<file path="config.mk">
export PLATFORM = sky130hd
export DESIGN_NAME = cheri_dec_stage
export DESIGN_NICKNAME = d
export VERILOG_FILES = /design/src/rtl/cheri_dec_stage.sv
export SDC_FILE = /design/constraint.sdc
export NUM_CORES = 1
export LEC_CHECK = 0
export CORE_MARGIN = 2
export CORE_UTILIZATION = 51
export DETAILED_ROUTE_END_ITERATION = 8
export PLACE_DENSITY = 0.81
export SYNTH_ARGS = -nofsm -noshare
export SYNTH_HDL_FRONTEND = slang
export SYNTH_SLANG_ARGS = --single-unit
</file>
<file path="constraint.sdc">
create_clock -name clk_i -period 4.4 [get_ports clk_i]
set_clock_uncertainty 0.1 [all_clocks]
set_input_delay 0.88 -clock clk_i [delete_from_list [all_inputs] [get_ports clk_i]]
set_output_delay 0.88 -clock clk_i [all_outputs]
set_load 0.03 [all_outputs]
</file>
<file path="src/rtl/cheri_dec_stage.sv">
// cheri_dec_stage
//   Registered CHERI decode stage between instruction fetch and the
//   decoder/EX. Raw 32-bit instructions are classified here, turned into a
//   one-hot operator, a unified immediate and register-file controls, and then
//   buffered in a DEPTH-entry decoded-instruction queue. Two-cycle operators
//   are sequenced at the queue head (one dead cycle before they are
//   presented), so downstream logic never has to count cycles itself.
//
//   Optional feature macro: CHERI_DEC_PERF_EN (performance counters). When the
//   macro is undefined the counter registers are absent and the perf ports
//   read 0.
//
//   Ports:
//     clk_i, rst_i                 clock, synchronous active-high reset
//     cheri_en_i                   CHERI decoding enable (0: nothing is CHERI)
//     cheri_tsafe_en_i             temporal-safety mode (affects CLOAD_CAP)
//     flush_i                      drop all queued and in-progress entries
//     in_valid_i/in_ready_o        instruction handshake
//     in_instr_i, in_pc_i          raw instruction and its PC
//     out_valid_o/out_ready_i      head-entry handshake
//     out_pc_o .. out_multicycle_o decoded payload of the head entry
//     occupancy_o                  number of queued entries
//     perf_decoded_o/illegal_o     saturating event counters
//
//   Operator bit map (out_operator_o):
//     0 CCSR_RW  1 CSET_BOUNDS  2 CSET_BOUNDS_EX  3 CSEAL  4 CUNSEAL
//     5 CAND_PERM  6 CSET_ADDR  7 CINC_ADDR  8 CSUB_CAP  9 CIS_SUBSET
//     10 CIS_EQUAL  11 CGET_PERM  12 CGET_TYPE  13 CGET_BASE  14 CGET_TOP
//     15 CGET_LEN  16 CGET_TAG  17 CRRL  18 CRAM  19 CGET_ADDR  20 CMOVE
//     21 CCLEAR_TAG  22 CINC_ADDR_IMM  23 CSET_BOUNDS_IMM  24 CJALR  25 CJAL
//     26 AUIPCC  27 AUICGP  28 CLOAD_CAP  29 CSTORE_CAP

module cheri_dec_stage #(
  parameter int   DEPTH      = 2,
  parameter logic CheriPPLBC = 1'b1,
  parameter logic CheriSBND2 = 1'b0,
  localparam int  OPDW       = 30
) (
  input  logic                         clk_i,
  input  logic                         rst_i,
  input  logic                         cheri_en_i,
  input  logic                         cheri_tsafe_en_i,
  input  logic                         flush_i,
  input  logic                         in_valid_i,
  output logic                         in_ready_o,
  input  logic [31:0]                  in_instr_i,
  input  logic [31:0]                  in_pc_i,
  output logic                         out_valid_o,
  input  logic                         out_ready_i,
  output logic [31:0]                  out_pc_o,
  output logic                         out_is_cheri_o,
  output logic                         out_legal_o,
  output logic [OPDW-1:0]              out_operator_o,
  output logic [31:0]                  out_imm_o,
  output logic [4:0]                   out_cs2_o,
  output logic                         out_rf_ren_a_o,
  output logic                         out_rf_ren_b_o,
  output logic                         out_rf_we_o,
  output logic                         out_multicycle_o,
  output logic [$clog2(DEPTH+1)-1:0]   occupancy_o,
  output logic [31:0]                  perf_decoded_o,
  output logic [31:0]                  perf_illegal_o
);
  // Decode + DEPTH-entry queue with head sequencing for two-cycle operators.
  // Latency: 1 cycle enqueue-to-valid (2 for multicycle heads); payload registered.
  // Backpressure: in_ready_o low only when full and the head is not popping.

  localparam int PW = (DEPTH > 1) ? $clog2(DEPTH) : 1;
  localparam int CW = $clog2(DEPTH + 1);

  localparam int OP_CCSR_RW         = 0;
  localparam int OP_CSET_BOUNDS     = 1;
  localparam int OP_CSET_BOUNDS_EX  = 2;
  localparam int OP_CSEAL           = 3;
  localparam int OP_CUNSEAL         = 4;
  localparam int OP_CAND_PERM       = 5;
  localparam int OP_CSET_ADDR       = 6;
  localparam int OP_CINC_ADDR       = 7;
  localparam int OP_CSUB_CAP        = 8;
  localparam int OP_CIS_SUBSET      = 9;
  localparam int OP_CIS_EQUAL       = 10;
  localparam int OP_CGET_PERM       = 11;
  localparam int OP_CGET_TYPE       = 12;
  localparam int OP_CGET_BASE       = 13;
  localparam int OP_CGET_TOP        = 14;
  localparam int OP_CGET_LEN        = 15;
  localparam int OP_CGET_TAG        = 16;
  localparam int OP_CRRL            = 17;
  localparam int OP_CRAM            = 18;
  localparam int OP_CGET_ADDR       = 19;
  localparam int OP_CMOVE           = 20;
  localparam int OP_CCLEAR_TAG      = 21;
  localparam int OP_CINC_ADDR_IMM   = 22;
  localparam int OP_CSET_BOUNDS_IMM = 23;
  localparam int OP_CJALR           = 24;
  localparam int OP_CJAL            = 25;
  localparam int OP_AUIPCC          = 26;
  localparam int OP_AUICGP          = 27;
  localparam int OP_CLOAD_CAP       = 28;
  localparam int OP_CSTORE_CAP      = 29;

  typedef struct packed {
    logic [31:0]     pc;
    logic            is_cheri;
    logic [OPDW-1:0] op;
    logic [31:0]     imm;
    logic [4:0]      cs2;
    logic            ren_a;
    logic            ren_b;
    logic            we;
    logic            mc;
  } dec_t;

  typedef enum logic [1:0] {
    S_IDLE    = 2'd0,
    S_HOLD1   = 2'd1,
    S_PRESENT = 2'd2
  } head_state_t;

  // ---------------------------------------------------------------------------
  // Instruction classification
  // ---------------------------------------------------------------------------
  logic [6:0] opcode;
  logic [2:0] func3;
  logic [6:0] func7;
  logic [4:0] imm5;

  assign opcode = in_instr_i[6:0];
  assign func3  = in_instr_i[14:12];
  assign func7  = in_instr_i[31:25];
  assign imm5   = in_instr_i[24:20];

  dec_t d_entry;

  always_comb begin
    d_entry    = '0;
    d_entry.pc = in_pc_i;
    if (cheri_en_i) begin
      case (opcode)
        7'h5b: begin
          d_entry.is_cheri = 1'b1;
          d_entry.ren_a    = 1'b1;
          d_entry.ren_b    = (func3 == 3'd0) && (func7 != 7'h7f);
          d_entry.we       = 1'b1;
          case (func3)
            3'd0: begin
              if (func7 == 7'h7f) begin
                // Single-source ops: the rs2 field selects the operator.
                case (imm5)
                  5'h00:   d_entry.op[OP_CGET_PERM]  = 1'b1;
                  5'h01:   d_entry.op[OP_CGET_TYPE]  = 1'b1;
                  5'h02:   d_entry.op[OP_CGET_BASE]  = 1'b1;
                  5'h18:   d_entry.op[OP_CGET_TOP]   = 1'b1;
                  5'h03:   d_entry.op[OP_CGET_LEN]   = 1'b1;
                  5'h04:   d_entry.op[OP_CGET_TAG]   = 1'b1;
                  5'h08:   d_entry.op[OP_CRRL]       = 1'b1;
                  5'h09:   d_entry.op[OP_CRAM]       = 1'b1;
                  5'h0f:   d_entry.op[OP_CGET_ADDR]  = 1'b1;
                  5'h0a:   d_entry.op[OP_CMOVE]      = 1'b1;
                  5'h0b:   d_entry.op[OP_CCLEAR_TAG] = 1'b1;
                  default: d_entry.op = '0;
                endcase
              end else begin
                case (func7)
                  7'h01: begin
                    d_entry.op[OP_CCSR_RW] = 1'b1;
                    d_entry.cs2            = imm5;
                  end
                  7'h08:   d_entry.op[OP_CSET_BOUNDS]    = 1'b1;
                  7'h09:   d_entry.op[OP_CSET_BOUNDS_EX] = 1'b1;
                  7'h0b:   d_entry.op[OP_CSEAL]          = 1'b1;
                  7'h0c:   d_entry.op[OP_CUNSEAL]        = 1'b1;
                  7'h0d:   d_entry.op[OP_CAND_PERM]      = 1'b1;
                  7'h10:   d_entry.op[OP_CSET_ADDR]      = 1'b1;
                  7'h11:   d_entry.op[OP_CINC_ADDR]      = 1'b1;
                  7'h14:   d_entry.op[OP_CSUB_CAP]       = 1'b1;
                  7'h20:   d_entry.op[OP_CIS_SUBSET]     = 1'b1;
                  7'h21:   d_entry.op[OP_CIS_EQUAL]      = 1'b1;
                  default: d_entry.op = '0;
                endcase
              end
            end
            3'd1: begin
              d_entry.op[OP_CINC_ADDR_IMM] = 1'b1;
              d_entry.imm = {{20{in_instr_i[31]}}, in_instr_i[31:20]};
            end
            3'd2: begin
              d_entry.op[OP_CSET_BOUNDS_IMM] = 1'b1;
              d_entry.imm = {20'h0, in_instr_i[31:20]};
            end
            default: d_entry.op = '0;
          endcase
        end
        7'h17: begin
          d_entry.is_cheri       = 1'b1;
          d_entry.op[OP_AUIPCC]  = 1'b1;
          d_entry.imm            = {in_instr_i[31:12], 12'h0};
          d_entry.we             = 1'b1;
        end
        7'h7b: begin
          d_entry.is_cheri       = 1'b1;
          d_entry.op[OP_AUICGP]  = 1'b1;
          d_entry.imm            = {in_instr_i[31:12], 12'h0};
          d_entry.we             = 1'b1;
        end
        7'h67: begin
          d_entry.is_cheri       = 1'b1;
          d_entry.op[OP_CJALR]   = 1'b1;
          d_entry.imm            = {{20{in_instr_i[31]}}, in_instr_i[31:20]};
          d_entry.we             = 1'b1;
        end
        7'h6f: begin
          d_entry.is_cheri       = 1'b1;
          d_entry.op[OP_CJAL]    = 1'b1;
          d_entry.imm            = {{12{in_instr_i[31]}}, in_instr_i[19:12],
                                    in_instr_i[20], in_instr_i[30:21], 1'b0};
          d_entry.we             = 1'b1;
        end
        7'h03: begin
          if (func3 == 3'd3) begin
            d_entry.is_cheri         = 1'b1;
            d_entry.op[OP_CLOAD_CAP] = 1'b1;
            d_entry.imm              = {{20{in_instr_i[31]}}, in_instr_i[31:20]};
            d_entry.we               = 1'b1;
          end
        end
        7'h23: begin
          if (func3 == 3'd3) begin
            d_entry.is_cheri          = 1'b1;
            d_entry.op[OP_CSTORE_CAP] = 1'b1;
            d_entry.imm               = {{20{in_instr_i[31]}}, in_instr_i[31:25],
                                         in_instr_i[11:7]};
          end
        end
        default: d_entry.is_cheri = 1'b0;
      endcase
    end

    // The two-cycle decision is frozen at enqueue so later changes of the
    // tsafe mode cannot alter an entry already in flight.
    d_entry.mc = (d_entry.op[OP_CLOAD_CAP] & cheri_tsafe_en_i & ~CheriPPLBC) |
                 (CheriSBND2 & (d_entry.op[OP_CSET_BOUNDS]     |
                                d_entry.op[OP_CSET_BOUNDS_IMM] |
                                d_entry.op[OP_CSET_BOUNDS_EX]  |
                                d_entry.op[OP_CRRL]            |
                                d_entry.op[OP_CRAM]));
  end

  // ---------------------------------------------------------------------------
  // Decoded-instruction queue
  // ---------------------------------------------------------------------------
  dec_t            q_mem [DEPTH];
  logic [PW-1:0]   wr_ptr_q, rd_ptr_q, rd_ptr_nxt;
  logic [CW-1:0]   count_q, count_d;
  logic            full;
  logic            push, pop;
  logic            head_mc_nxt;
  head_state_t     state_q, state_d;

  function automatic logic [PW-1:0] ptr_inc(input logic [PW-1:0] p);
    return (p == PW'(DEPTH - 1)) ? '0 : p + PW'(1);
  endfunction

  assign full       = (count_q == CW'(DEPTH));
  // Pop-through: a full queue can still accept while its head leaves.
  assign in_ready_o = flush_i | ~full | pop;
  assign push       = in_valid_i & in_ready_o & ~flush_i;
  assign rd_ptr_nxt = pop ? ptr_inc(rd_ptr_q) : rd_ptr_q;

  always_comb begin
    count_d = count_q;
    if (flush_i) begin
      count_d = '0;
    end else begin
      case ({push, pop})
        2'b10:   count_d = count_q + CW'(1);
        2'b01:   count_d = count_q - CW'(1);
        default: count_d = count_q;
      endcase
    end
  end

  // Multicycle flag of whichever entry will sit at the head after this edge:
  // an entry already queued behind the current head, or the one being pushed.
  always_comb begin
    head_mc_nxt = d_entry.mc;
    if (pop ? (count_q > CW'(1)) : (count_q != '0)) begin
      head_mc_nxt = q_mem[rd_ptr_nxt].mc;
    end
  end

  always_ff @(posedge clk_i) begin
    if (rst_i) begin
      wr_ptr_q <= '0;
      rd_ptr_q <= '0;
      count_q  <= '0;
      for (int i = 0; i < DEPTH; i++) begin
        q_mem[i] <= '0;
      end
    end else begin
      count_q <= count_d;
      if (flush_i) begin
        wr_ptr_q <= '0;
        rd_ptr_q <= '0;
      end else begin
        rd_ptr_q <= rd_ptr_nxt;
        if (push) begin
          q_mem[wr_ptr_q] <= d_entry;
          wr_ptr_q        <= ptr_inc(wr_ptr_q);
        end
      end
    end
  end

  // ---------------------------------------------------------------------------
  // Head sequencing FSM
  // ---------------------------------------------------------------------------
  always_ff @(posedge clk_i) begin
    if (rst_i) begin
      state_q <= S_IDLE;
    end else begin
      state_q <= state_d;
    end
  end

  // IDLE is held exactly while the queue is empty.
  always_comb begin
    state_d = state_q;
    if (flush_i || (count_d == '0)) begin
      state_d = S_IDLE;
    end else begin
      case (state_q)
        S_HOLD1:   state_d = S_PRESENT;
        S_PRESENT: state_d = pop ? (head_mc_nxt ? S_HOLD1 : S_PRESENT) : S_PRESENT;
        default:   state_d = head_mc_nxt ? S_HOLD1 : S_PRESENT;
      endcase
    end
  end

  always_comb begin
    out_valid_o = (state_q == S_PRESENT);
    pop         = (state_q == S_PRESENT) & out_ready_i;
  end

  // ---------------------------------------------------------------------------
  // Head payload (straight from queue registers)
  // ---------------------------------------------------------------------------
  dec_t head;
  assign head             = q_mem[rd_ptr_q];
  assign out_pc_o         = head.pc;
  assign out_is_cheri_o   = head.is_cheri;
  assign out_legal_o      = |head.op;
  assign out_operator_o   = head.op;
  assign out_imm_o        = head.imm;
  assign out_cs2_o        = head.cs2;
  assign out_rf_ren_a_o   = head.ren_a;
  assign out_rf_ren_b_o   = head.ren_b;
  assign out_rf_we_o      = head.we;
  assign out_multicycle_o = head.mc;
  assign occupancy_o      = count_q;

  // ---------------------------------------------------------------------------
  // Performance counters (survive flush, cleared by reset only)
  // ---------------------------------------------------------------------------
`ifdef CHERI_DEC_PERF_EN
  logic [31:0] perf_dec_q, perf_ill_q;

  always_ff @(posedge clk_i) begin
    if (rst_i) begin
      perf_dec_q <= '0;
      perf_ill_q <= '0;
    end else if (push && d_entry.is_cheri) begin
      if (perf_dec_q != 32'hFFFF_FFFF) begin
        perf_dec_q <= perf_dec_q + 32'd1;
      end
      if (!(|d_entry.op) && (perf_ill_q != 32'hFFFF_FFFF)) begin
        perf_ill_q <= perf_ill_q + 32'd1;
      end
    end
  end

  assign perf_decoded_o = perf_dec_q;
  assign perf_illegal_o = perf_ill_q;
`else
  assign perf_decoded_o = 32'h0;
  assign perf_illegal_o = 32'h0;
`endif

endmodule

</file>
==> impl_metrics.xml, run 1 <==
<?xml version="1.0" encoding="UTF-8"?>
<metrics>
  <group name="synth">
    <metric name="synth_top_cells_by_area" unit="">sky130_fd_sc_hd__edfxtp_1 (58%), sky130_fd_sc_hd__mux2_2 (11%), sky130_fd_sc_hd__and2_1 (5.0%)</metric>
    <metric name="synth_edf_count" unit="">206</metric>
    <metric name="ys.flop_type" unit="">sky130_fd_sc_hd__edfxtp_1</metric>
    <metric name="proportion_of_register_bits_with_asynchronous_set_or_reset_after_synthesis" unit="%">0</metric>
    <metric name="yosys.area.top_type_share" unit="%">57.7</metric>
    <metric name="syn_area_per_cell" unit="sq um">12.7</metric>
    <metric name="synth.lib_cells_used.distinct" unit="">63</metric>
    <metric name="synth_sequential_area_ratio" unit="%">58.6</metric>
    <metric name="synthesis.yosys.warnings" unit="">0</metric>
    <metric name="synth_area" unit="sq um">10700</metric>
    <metric name="netlist_instances" unit="">843</metric>
    <metric name="netlist.top_cell.by_area" unit="">sky130_fd_sc_hd__edfxtp_1</metric>
    <metric name="ff_latch_count_synth" unit="">211</metric>
  </group>
  <group name="clock_tree">
    <metric name="clk_latency" unit="ns">0.50</metric>
    <metric name="tritoncts_clock_tree" unit="">yes</metric>
    <metric name="cts.path.max_buffers" unit="">3</metric>
    <metric name="numCtsBuffers" unit="">22</metric>
    <metric name="cts.repair.resized" unit="">0</metric>
    <metric name="htree_levels" unit="">1</metric>
    <metric name="hold_buffers" unit="">0</metric>
    <metric name="number_of_sinks_on_the_clock_net" unit="">211</metric>
    <metric name="cts.clk_slew.worst_paths" unit="ns">0.06</metric>
    <metric name="cts_post_setup_buffers_inserted" unit="">0</metric>
    <metric name="clock-root-buffer" unit="">sky130_fd_sc_hd__clkbuf_16</metric>
  </group>
  <group name="global_route">
    <metric name="globalRouteMet3Util" unit="%">3.70</metric>
    <metric name="top_usage_layer" unit="">met2</metric>
    <metric name="antenna_found_initial" unit="">0</metric>
    <metric name="grt_pass1_wl" unit="microns">38400</metric>
    <metric name="track_usage" unit="%">22.3</metric>
    <metric name="first_global_vias" unit="">7033</metric>
    <metric name="grt-ovfl-total" unit="">0</metric>
    <metric name="grt_start_max_net_pins" unit="">85</metric>
    <metric name="grt.met2_usage" unit="%">37.3</metric>
    <metric name="met1_usage_in_global_routing" unit="%">29.5</metric>
  </group>
  <group name="placed_design">
    <metric name="place.gp.congestion" unit="">0.895</metric>
    <metric name="preCtsSetupSlack" unit="ns">0.733</metric>
    <metric name="place_hpwl" unit="microns">17300</metric>
    <metric name="io_buffers" unit="">177</metric>
  </group>
  <group name="sta">
    <metric name="fin_setup_tns" unit="ns">0</metric>
    <metric name="slew_violations" unit="">0</metric>
    <metric name="unrepaired_setup_endpoints_after_global_routing" unit="">no</metric>
    <metric name="final.setup.worst_slack" unit="ns">0.461</metric>
    <metric name="report.final.setup_viol" unit="">0</metric>
    <metric name="hold_viol_final" unit="">0</metric>
    <metric name="period_minus_ws_final" unit="ns">3.94</metric>
    <metric name="timing_worst_slew_pin_value" unit="ns">1.03</metric>
    <metric name="maxClockFrequency" unit="MHz">254</metric>
    <metric name="fin_crit_sh" unit="%">89.5</metric>
    <metric name="final.hold.worst_slack" unit="ns">0.495</metric>
    <metric name="max-slew-margin-rel" unit="%">31.0</metric>
  </group>
  <group name="detailed_routing">
    <metric name="ant_nets" unit="">0</metric>
    <metric name="drt_iter0_markers" unit="">762</metric>
    <metric name="detail_route.drc_violations" unit="">0</metric>
    <metric name="detail_route.vias_per_cell" unit="">5.62</metric>
    <metric name="postRouteWirelength" unit="microns">25800</metric>
    <metric name="detail_route.wl_per_cell" unit="microns">19.9</metric>
    <metric name="total_via_count_after_detailed_routing" unit="">7294</metric>
    <metric name="drt-pass1-iter-count" unit="">5</metric>
  </group>
  <group name="floorplan">
    <metric name="total_die_area" unit="sq um">22200</metric>
    <metric name="io-pin-count" unit="">244</metric>
    <metric name="initial_utilization" unit="%">51.5</metric>
    <metric name="core_area" unit="sq um">20800</metric>
    <metric name="floorplan.rows" unit="">53</metric>
    <metric name="die_h" unit="microns">149</metric>
    <metric name="die_width" unit="microns">149</metric>
  </group>
  <group name="setup_path">
    <metric name="critical_path_required" unit="ns">3.42</metric>
    <metric name="crit_arrival" unit="ns">2.96</metric>
    <metric name="setup.worst_path.start_class" unit="">register</metric>
    <metric name="path_class" unit="">register to primary output</metric>
    <metric name="cp-end-kind" unit="">primary output</metric>
    <metric name="critical_path_peak_fanout" unit="">27</metric>
  </group>
  <group name="run">
    <metric name="drv_cap" unit="">0</metric>
  </group>
  <group name="worst_hold_path">
    <metric name="hold_class" unit="">register to register</metric>
  </group>
  <group name="cells_and_area">
    <metric name="final_layout_size_suffix_gt1_share" unit="%">18.8</metric>
    <metric name="layout.nets" unit="">1079</metric>
    <metric name="growth_of_design_area_from_synthesis_to_finish" unit="%">23.6</metric>
    <metric name="insertedDiodeCount" unit="">0</metric>
  </group>
  <group name="outcome">
    <metric name="run_status" unit="">complete, no violations</metric>
  </group>
  <group name="power">
    <metric name="ir_drop" unit="V">0.000219</metric>
    <metric name="pwr_dens" unit="nW/um^2">355</metric>
    <metric name="leakagePower" unit="uW">0.00460</metric>
  </group>
</metrics>
## per-stage QoR
step                      utilization (%)  instance area (sq um)  cells  total power [uW]
after floorplan                         -                  11000    907              2760
after global placement               60.3                  12600   1258              2960
after detailed placement             60.3                  12600   1258              2970
after CTS                            63.6                  13200   1297              4720
after global routing                 63.6                  13200   1297              4830
final                                63.6                  13200   1297              4700
## worst max-delay path, cell delays in order, from the launching register on
cell and delay [ns]:
sky130_fd_sc_hd__dfxtp_4 0.59, sky130_fd_sc_hd__nor4b_1 0.47, sky130_fd_sc_hd__nand4_1 0.15, sky130_fd_sc_hd__a221oi_1 0.40
sky130_fd_sc_hd__o21ai_0 0.21, sky130_fd_sc_hd__clkdlybuf4s50_1 0.63
## kinds of logic after synthesis
family          count (synthesis)  synth area share (%)
compound gates                 86                  6.67
xor+xnor                        7                 0.572
fa+ha+maj                       1                 0.117
buf+inv                       126                  6.92
flops                         211                  58.6
mux                           103                  10.8
other cells                     1                0.0350
simple gates                  308                  16.2
## worst paths after layout
kind,from,endpoint,slack (ns),cells after the start
min reg2reg,occupancy_o[1]$_SDFF_PP0_,state_q[1]$_SDFF_PP0_,0.50,2
min,occupancy_o[1]$_SDFF_PP0_,state_q[1]$_SDFF_PP0_,0.50,2
max,rd_ptr_q$_SDFFE_PP0P_,out_legal_o,0.46,5
max reg2reg,occupancy_o[0]$_SDFF_PP0_,q_mem[0][9]$_SDFFCE_PN0P_,1.60,4
## per-layer routing
layer,up-vias,wire length (microns)
met4,0,881
met3,57,1880
met5,-,0
met1,3566,10300
li1,3328,-
met2,343,12800
## Yosys cell counts (3+ instances only)
master                       n
sky130_fd_sc_hd__edfxtp_1  206
sky130_fd_sc_hd__xor2_1      3
sky130_fd_sc_hd__xnor2_1     4
sky130_fd_sc_hd__clkbuf_1   37
sky130_fd_sc_hd__nor3_1     14
sky130_fd_sc_hd__buf_1       4
sky130_fd_sc_hd__nand4_1    14
sky130_fd_sc_hd__buf_4      65
sky130_fd_sc_hd__nor4_1     15
sky130_fd_sc_hd__nand2_1    34
sky130_fd_sc_hd__nand2b_1    8
sky130_fd_sc_hd__and2_1     85
sky130_fd_sc_hd__a31oi_1    26
sky130_fd_sc_hd__a31oi_2    14
sky130_fd_sc_hd__dfxtp_1     5
sky130_fd_sc_hd__buf_2       8
sky130_fd_sc_hd__or3_1       3
sky130_fd_sc_hd__o21ai_0     4
sky130_fd_sc_hd__nor3b_1     4
sky130_fd_sc_hd__mux2_2    103
sky130_fd_sc_hd__inv_1      10
sky130_fd_sc_hd__or4b_2      3
sky130_fd_sc_hd__a21oi_1    17
sky130_fd_sc_hd__or2_2       6
sky130_fd_sc_hd__o31ai_1     6
sky130_fd_sc_hd__nand3b_1    8
sky130_fd_sc_hd__nor2_1     69
sky130_fd_sc_hd__nand3_1    18
## placed cells by master, fill, tap and decap left out, types with 4 or more instances in the layout
cell type                         netlist  routed
sky130_fd_sc_hd__edfxtp_1             206     206
sky130_fd_sc_hd__clkdlybuf4s50_1        0     177
sky130_fd_sc_hd__mux2_2               103     103
sky130_fd_sc_hd__and2_1                85      85
sky130_fd_sc_hd__nor2_1                69      69
sky130_fd_sc_hd__conb_1                 1      65
sky130_fd_sc_hd__nand2_1               34      34
sky130_fd_sc_hd__a31oi_1               26      26
sky130_fd_sc_hd__clkbuf_16              0      23
sky130_fd_sc_hd__nand3_1               18      18
sky130_fd_sc_hd__a21oi_1               17      17
sky130_fd_sc_hd__nor4_1                15      15
sky130_fd_sc_hd__nand4_1               14      14
sky130_fd_sc_hd__a31oi_2               14      14
sky130_fd_sc_hd__nor3_1                14      13
sky130_fd_sc_hd__buf_4                 65      11
sky130_fd_sc_hd__inv_1                 10      10
sky130_fd_sc_hd__nand2b_1               8       8
sky130_fd_sc_hd__nand3b_1               8       8
sky130_fd_sc_hd__o31ai_1                6       6
sky130_fd_sc_hd__clkbuf_1              37       5
sky130_fd_sc_hd__o21ai_0                4       4
sky130_fd_sc_hd__nor3b_1                4       4
sky130_fd_sc_hd__or2_2                  6       4
sky130_fd_sc_hd__xnor2_1                4       4
sky130_fd_sc_hd__clkinv_1               0       4
sky130_fd_sc_hd__dfxtp_1                5       4
sky130_fd_sc_hd__buf_12                 0       4
## flip-flops by register name, summed over array words and instances, names as in the netlist
| name | flops |
|---|---|
| occupancy_o | 2 |
| q_mem | 206 |
| rd_ptr_q | 1 |
| state_q | 1 |
| wr_ptr_q | 1 |
## power breakdown
| part | total [uW] | internal, uW | switching (uW) |
|---|---|---|---|
| sequential | 2320 | 2290 | 31.7 |
| clock | 1770 | 1020 | 753 |
| combinational | 610 | 229 | 382 |
## layout make-up
class	count	area, sq um
fill	1574	7570
sequential	211	6290
multi-input combinational	570	3960
timing repair buffer	192	1930
clock buffer	28	594
tap	275	344
clock inverter	11	90.1
inverter	10	37.5
(Power assumes the default switching activity.)
==> inputs of run 2 (changes only) <==
==> constraint.sdc (replaced) <==
create_clock -name clk_i -period 4.3 [get_ports clk_i]
set_clock_uncertainty 0.1 [all_clocks]
set_input_delay 0.86 -clock clk_i [delete_from_list [all_inputs] [get_ports clk_i]]
set_output_delay 0.86 -clock clk_i [all_outputs]
set_load 0.03 [all_outputs]
==> run 2 against run 1 <==
Sequential share of layout area fell by 0.23 points. Routed wire length rose by 0.49%. Design area is 0.49% higher. Global-route usage is 0.48 points higher. Worst setup slack got worse by 0.15 ns. Non-clock buffer count up 6. Utilization rose by 0.31 points. Final cell count rose by 0.46%. Register-to-register slack hardly changed. Sequential power grew 3%. Combinational power increased by 3%. Via count grew 1.8%.
==> impl_metrics.xml, run 2 (synthesized netlist as in run 1, its figures left out) <==
<?xml version="1.0" encoding="UTF-8"?>
<metrics>
  <group name="setup_path">
    <metric name="path_class" unit="">register to primary output</metric>
    <metric name="setup.worst_path.start_class" unit="">register</metric>
    <metric name="critical_path_peak_fanout" unit="">37</metric>
    <metric name="cp-end-kind" unit="">primary output</metric>
    <metric name="worstPathCellList" unit="">nor4b_1, nand4_1, a221oi_1, o21ai_0, clkdlybuf4s50_1</metric>
    <metric name="crit_arrival" unit="ns">3.03</metric>
    <metric name="critical_path_required" unit="ns">3.34</metric>
    <metric name="cp_slowest_stage_delay" unit="ns">0.67</metric>
    <metric name="crit_slowest_cell" unit="">sky130_fd_sc_hd__dfxtp_4</metric>
  </group>
  <group name="sta">
    <metric name="hold_viol_final" unit="">0</metric>
    <metric name="period_minus_ws_final" unit="ns">3.99</metric>
    <metric name="final.setup.worst_slack" unit="ns">0.315</metric>
    <metric name="max-slew-margin-rel" unit="%">27.3</metric>
    <metric name="report.final.setup_viol" unit="">0</metric>
    <metric name="timing_worst_slew_pin_value" unit="ns">1.09</metric>
    <metric name="unrepaired_setup_endpoints_after_global_routing" unit="">no</metric>
    <metric name="fin_crit_sh" unit="%">92.7</metric>
    <metric name="fin_setup_tns" unit="ns">0</metric>
    <metric name="final.hold.worst_slack" unit="ns">0.471</metric>
    <metric name="maxClockFrequency" unit="MHz">251</metric>
    <metric name="slew_violations" unit="">0</metric>
  </group>
  <group name="floorplan">
    <metric name="io-pin-count" unit="">244</metric>
    <metric name="floorplan.rows" unit="">53</metric>
    <metric name="die_width" unit="microns">149</metric>
    <metric name="die_h" unit="microns">149</metric>
    <metric name="initial_utilization" unit="%">51.5</metric>
    <metric name="core_area" unit="sq um">20800</metric>
    <metric name="total_die_area" unit="sq um">22200</metric>
  </group>
  <group name="cells_and_area">
    <metric name="max_flop_register" unit="">q_mem</metric>
    <metric name="most_frequent_cells_in_the_layout" unit="">sky130_fd_sc_hd__edfxtp_1 (206), sky130_fd_sc_hd__clkdlybuf4s50_1 (177), sky130_fd_sc_hd__mux2_2 (103)</metric>
    <metric name="largest_register_ff_count" unit="">206</metric>
    <metric name="insertedDiodeCount" unit="">0</metric>
    <metric name="mostFrequentLayoutCell" unit="">sky130_fd_sc_hd__edfxtp_1</metric>
    <metric name="filler_instances" unit="">1604</metric>
    <metric name="final_layout_size_suffix_gt1_share" unit="%">19.5</metric>
    <metric name="layout.nets" unit="">1085</metric>
    <metric name="growth_of_design_area_from_synthesis_to_finish" unit="%">24.2</metric>
  </group>
  <group name="power">
    <metric name="leakagePower" unit="uW">0.00464</metric>
    <metric name="seq_power_share" unit="%">48.8</metric>
    <metric name="power_switching" unit="uW">1200</metric>
    <metric name="pwr_dens" unit="nW/um^2">366</metric>
    <metric name="power_report.internal_total" unit="uW">3680</metric>
    <metric name="power.share.clock" unit="%">38.3</metric>
    <metric name="ir_drop" unit="V">0.000210</metric>
    <metric name="combPwrFrac" unit="%">12.9</metric>
    <metric name="power.switching_fraction" unit="%">24.5</metric>
  </group>
  <group name="clock_tree">
    <metric name="cts_post_setup_buffers_inserted" unit="">0</metric>
    <metric name="cts.clk_slew.worst_paths" unit="ns">0.06</metric>
    <metric name="clock-root-buffer" unit="">sky130_fd_sc_hd__clkbuf_16</metric>
    <metric name="number_of_sinks_on_the_clock_net" unit="">211</metric>
    <metric name="htree_levels" unit="">1</metric>
    <metric name="numCtsBuffers" unit="">22</metric>
    <metric name="hold_buffers" unit="">0</metric>
    <metric name="cts.repair.resized" unit="">0</metric>
    <metric name="clk_latency" unit="ns">0.50</metric>
    <metric name="tritoncts_clock_tree" unit="">yes</metric>
    <metric name="cts.path.max_buffers" unit="">3</metric>
  </group>
  <group name="outcome">
    <metric name="run_status" unit="">complete, no violations</metric>
  </group>
  <group name="detailed_routing">
    <metric name="detail_route.drc_violations" unit="">0</metric>
    <metric name="drt-pass1-iter-count" unit="">5</metric>
    <metric name="drt_iter0_markers" unit="">854</metric>
    <metric name="detail_route.wl_per_cell" unit="microns">19.9</metric>
    <metric name="postRouteWirelength" unit="microns">25900</metric>
    <metric name="ant_nets" unit="">0</metric>
    <metric name="detail_route.vias_per_cell" unit="">5.70</metric>
    <metric name="total_via_count_after_detailed_routing" unit="">7426</metric>
  </group>
  <group name="placed_design">
    <metric name="place.gp.congestion" unit="">0.871</metric>
    <metric name="io_buffers" unit="">177</metric>
    <metric name="preCtsSetupSlack" unit="ns">0.709</metric>
    <metric name="place_hpwl" unit="microns">17700</metric>
  </group>
  <group name="worst_hold_path">
    <metric name="hold_class" unit="">register to register</metric>
  </group>
  <group name="global_route">
    <metric name="grt_start_max_net_pins" unit="">41</metric>
    <metric name="grt-ovfl-total" unit="">0</metric>
    <metric name="track_usage" unit="%">22.7</metric>
    <metric name="grt_pass1_wl" unit="microns">39300</metric>
    <metric name="antenna_found_initial" unit="">0</metric>
    <metric name="first_global_vias" unit="">7095</metric>
  </group>
  <group name="run">
    <metric name="drv_cap" unit="">0</metric>
  </group>
</metrics>
run 2: cell types whose count changed in the layout (fill, tap and decap cells not counted), sizes merged:
cell	before	now
buf	15	21
bufinv	1	2
clkbuf	28	27
run 2: per-layer routing:
layer,global-route usage (%),wire length [microns]
met2,38.9,12900
met1,29.9,10100
met5,0,0
met3,4.22,2260
met4,6.29,632
run 2: final cells by class:
class                           count  area [sq um]  area share [%]
Tap cell                          275           344            2.58
Multi-Input combinational cell    570          3960            29.7
Timing Repair Buffer              198          1980            14.9
Clock inverter                     12           114           0.855
Sequential cell                   211          6290            47.2
Inverter                           10          37.5           0.282
Clock buffer                       27           591            4.44
run 2: critical path: cells and delay by family (launching register included):
| family | cells | cell delay (ns) |
|---|---|---|
| AOI/OAI and AO/OA | 2 | 0.57 |
| and+or+nand+nor | 2 | 0.64 |
| DFF | 1 | 0.67 |
| buffers and inverters | 1 | 0.63 |
run 2: path summary, 6_finish.rpt:
check	from	endpoint	slack, ns	cells past startpoint
worst max-delay path	rd_ptr_q$_SDFFE_PP0P_	out_legal_o	0.31	5
worst min-delay path	occupancy_o[1]$_SDFF_PP0_	occupancy_o[1]$_SDFF_PP0_	0.47	2
worst max register to register	occupancy_o[0]$_SDFF_PP0_	q_mem[0][4]$_SDFFCE_PN0P_	1.61	4
worst min register to register	occupancy_o[1]$_SDFF_PP0_	occupancy_o[1]$_SDFF_PP0_	0.47	2
run 2: stage by stage:
stage	power, uW	std cells	cell area [sq um]	util [%]
2_1_floorplan	2820	907	11000	-
3_3_place_gp	3030	1264	12600	60.6
3_5_place_dp	3040	1264	12600	60.6
4_1_cts	4890	1303	13300	63.9
5_1_grt	5010	1303	13300	63.9
6_report	4870	1303	13300	63.9
run 2: power by group through the flow:
| stage | clock [uW] | sequential [uW] | combinational (uW) |
|---|---|---|---|
| after floorplan | 0 | 2410 | 410 |
| after global placement | 0 | 2410 | 618 |
| after detailed placement | 0 | 2420 | 624 |
| after CTS | 1880 | 2380 | 628 |
| after global routing | 1960 | 2390 | 659 |
| final | 1870 | 2380 | 628 |
==> inputs of run 3 (changes only) <==
--- a/config.mk
+++ b/config.mk
@@ -5,10 +5,12 @@
 export SDC_FILE = /design/constraint.sdc
 export NUM_CORES = 1
 export LEC_CHECK = 0
+export CELL_PAD_IN_SITES_DETAIL_PLACEMENT = 1
+export CELL_PAD_IN_SITES_GLOBAL_PLACEMENT = 2
 export CORE_MARGIN = 2
-export CORE_UTILIZATION = 51
+export CORE_UTILIZATION = 25
 export DETAILED_ROUTE_END_ITERATION = 8
-export PLACE_DENSITY = 0.81
+export PLACE_DENSITY = 0.68
 export SYNTH_ARGS = -nofsm -noshare
 export SYNTH_HDL_FRONTEND = slang
 export SYNTH_SLANG_ARGS = --single-unit
==> run 3 against run 2 <==
First-iteration DRC count down 53%. Sequential cell count unchanged. Clock power up 20%. Final cell count up 22%. Critical path depth unchanged. Global-route usage down 8.7 points. Utilization down 31 points. Worst setup slack worse by 0.0066 ns. Via count down 3.4%. Sequential power about the same. Combinational power up 3.7%. Register-to-register slack better by 0.24 ns.
==> impl_metrics.xml, run 3 (synthesized netlist as in run 1, its figures left out) <==
<?xml version="1.0" encoding="UTF-8"?>
<metrics>
  <group name="detailed_routing">
    <metric name="detail_route.vias_per_cell" unit="">4.53</metric>
    <metric name="drt-pass1-iter-count" unit="">4</metric>
    <metric name="total_via_count_after_detailed_routing" unit="">7175</metric>
    <metric name="ant_nets" unit="">0</metric>
    <metric name="detail_route.drc_violations" unit="">0</metric>
    <metric name="detail_route.wl_per_cell" unit="microns">20.2</metric>
    <metric name="postRouteWirelength" unit="microns">32000</metric>
    <metric name="drt_iter0_markers" unit="">404</metric>
  </group>
  <group name="power">
    <metric name="ir_drop" unit="V">0.000239</metric>
    <metric name="design_power_total" unit="uW">5260</metric>
    <metric name="leakagePower" unit="uW">0.00477</metric>
    <metric name="power.switching_fraction" unit="%">24.9</metric>
    <metric name="power.share.clock" unit="%">42.5</metric>
    <metric name="power_report.internal_total" unit="uW">3950</metric>
    <metric name="power_switching" unit="uW">1310</metric>
    <metric name="seq_power_share" unit="%">45.1</metric>
    <metric name="combPwrFrac" unit="%">12.4</metric>
    <metric name="pwr_dens" unit="nW/um^2">379</metric>
  </group>
  <group name="cells_and_area">
    <metric name="growth_of_design_area_from_synthesis_to_finish" unit="%">29.6</metric>
    <metric name="max_flop_register" unit="">q_mem</metric>
    <metric name="layout.nets" unit="">1097</metric>
    <metric name="insertedDiodeCount" unit="">0</metric>
    <metric name="most_frequent_cells_in_the_layout" unit="">sky130_fd_sc_hd__edfxtp_1 (206), sky130_fd_sc_hd__clkdlybuf4s50_1 (177), sky130_fd_sc_hd__mux2_2 (103)</metric>
    <metric name="mostFrequentLayoutCell" unit="">sky130_fd_sc_hd__edfxtp_1</metric>
    <metric name="finalNonFillerCells" unit="">1585</metric>
    <metric name="largest_register_ff_count" unit="">206</metric>
    <metric name="finish.utilization" unit="%">33.0</metric>
    <metric name="final_layout_size_suffix_gt1_share" unit="%">20.5</metric>
    <metric name="final_standard_cell_area_without_fillers" unit="sq um">13900</metric>
  </group>
  <group name="clock_tree">
    <metric name="htree_levels" unit="">1</metric>
    <metric name="cts.clk_slew.worst_paths" unit="ns">0.06</metric>
    <metric name="cts.repair.resized" unit="">0</metric>
    <metric name="tritoncts_clock_tree" unit="">yes</metric>
    <metric name="number_of_sinks_on_the_clock_net" unit="">211</metric>
    <metric name="hold_buffers" unit="">0</metric>
    <metric name="cts.path.max_buffers" unit="">3</metric>
    <metric name="cts_post_setup_buffers_inserted" unit="">0</metric>
    <metric name="clk_latency" unit="ns">0.54</metric>
    <metric name="clock-root-buffer" unit="">sky130_fd_sc_hd__clkbuf_16</metric>
    <metric name="numCtsBuffers" unit="">27</metric>
  </group>
  <group name="global_route">
    <metric name="grt-ovfl-total" unit="">0</metric>
    <metric name="antenna_found_initial" unit="">0</metric>
    <metric name="met1_usage_in_global_routing" unit="%">18.0</metric>
    <metric name="first_global_vias" unit="">7613</metric>
    <metric name="track_usage" unit="%">14.1</metric>
    <metric name="grt_start_max_net_pins" unit="">80</metric>
    <metric name="globalRouteMet3Util" unit="%">3.14</metric>
    <metric name="grt.met2_usage" unit="%">24.1</metric>
    <metric name="grt_pass1_wl" unit="microns">47200</metric>
    <metric name="top_usage_layer" unit="">met2</metric>
  </group>
  <group name="sta">
    <metric name="maxClockFrequency" unit="MHz">251</metric>
    <metric name="timing_worst_slew_pin_value" unit="ns">0.805</metric>
    <metric name="period_minus_ws_final" unit="ns">3.99</metric>
    <metric name="report.final.setup_viol" unit="">0</metric>
    <metric name="fin_setup_tns" unit="ns">0</metric>
    <metric name="max-slew-margin-rel" unit="%">45.8</metric>
    <metric name="slew_violations" unit="">0</metric>
    <metric name="fin_crit_sh" unit="%">92.8</metric>
    <metric name="hold_viol_final" unit="">0</metric>
    <metric name="unrepaired_setup_endpoints_after_global_routing" unit="">no</metric>
  </group>
  <group name="setup_path">
    <metric name="critical_path_peak_fanout" unit="">32</metric>
    <metric name="path_class" unit="">register to primary output</metric>
    <metric name="crit_arrival" unit="ns">3.03</metric>
    <metric name="critical_path_required" unit="ns">3.34</metric>
    <metric name="setup.worst_path.start_class" unit="">register</metric>
    <metric name="cp-end-kind" unit="">primary output</metric>
  </group>
  <group name="outcome">
    <metric name="run_status" unit="">complete, no violations</metric>
  </group>
  <group name="placed_design">
    <metric name="detailed_place.area" unit="sq um">13000</metric>
    <metric name="io_buffers" unit="">177</metric>
    <metric name="place_hpwl" unit="microns">22300</metric>
    <metric name="place.gp.congestion" unit="">0.738</metric>
    <metric name="place.detailed.instances" unit="">1535</metric>
  </group>
  <group name="run">
    <metric name="drv_cap" unit="">0</metric>
  </group>
  <group name="floorplan">
    <metric name="total_die_area" unit="sq um">44500</metric>
    <metric name="floorplan.rows" unit="">75</metric>
    <metric name="die_h" unit="microns">211</metric>
    <metric name="io-pin-count" unit="">244</metric>
    <metric name="die_width" unit="microns">211</metric>
    <metric name="initial_utilization" unit="%">25.4</metric>
    <metric name="core_area" unit="sq um">42100</metric>
  </group>
  <group name="worst_hold_path">
    <metric name="hold_class" unit="">register to register</metric>
  </group>
</metrics>
## run 3: worst paths after layout
check / slack (ns) / from / depth (start not counted) / to
worst max register to register: 1.85 / wr_ptr_q$_SDFFE_PP0P_ / 5 / q_mem[1][6]$_SDFFCE_PN0P_
worst max-delay path: 0.31 / rd_ptr_q$_SDFFE_PP0P_ / 5 / out_legal_o
worst min-delay path: 0.49 / occupancy_o[1]$_SDFF_PP0_ / 2 / occupancy_o[1]$_SDFF_PP0_
worst min register to register: 0.49 / occupancy_o[1]$_SDFF_PP0_ / 2 / occupancy_o[1]$_SDFF_PP0_
## run 3: power groups by stage
stage	clock [uW]	combinational, uW	sequential [uW]
floorplan	0	410	2410
global placement	0	655	2410
detailed placement	0	658	2420
CTS	2310	661	2380
global route	2370	690	2390
finish	2240	651	2380
## run 3: per-stage QoR
stage               hold WS, ns  setup slack [ns]
floorplan                 0.432             0.772
global placement          0.462             0.792
detailed placement        0.481             0.684
CTS                       0.491             0.236
global route              0.540             0.151
finish                    0.485             0.308
## run 3: final cells by class
class                      instances  area [sq um]
inverter                          10          37.5
tap                              539           674
sequential                       211          6290
clock buffer                      35           726
fill                            4534         28200
clock inverter                    15           153
multi-input combinational        570          3960
timing repair buffer             205          2060
## run 3: critical path: stages, from the launching register on
cell	delay, ns
sky130_fd_sc_hd__dfxtp_4	0.63
sky130_fd_sc_hd__nor4b_1	0.56
sky130_fd_sc_hd__nand4_1	0.18
sky130_fd_sc_hd__a221oi_1	0.28
sky130_fd_sc_hd__o21ai_0	0.19
sky130_fd_sc_hd__clkdlybuf4s50_1	0.64
## run 3: per-layer routing
layer / routed length [microns] / vias up / share of wire, %
li1: - / 3362 / -
met1: 13700 / 3580 / 43
met2: 15700 / 188 / 49
met3: 1910 / 45 / 6.0
met4: 727 / 0 / 2.3
met5: 0 / - / 0
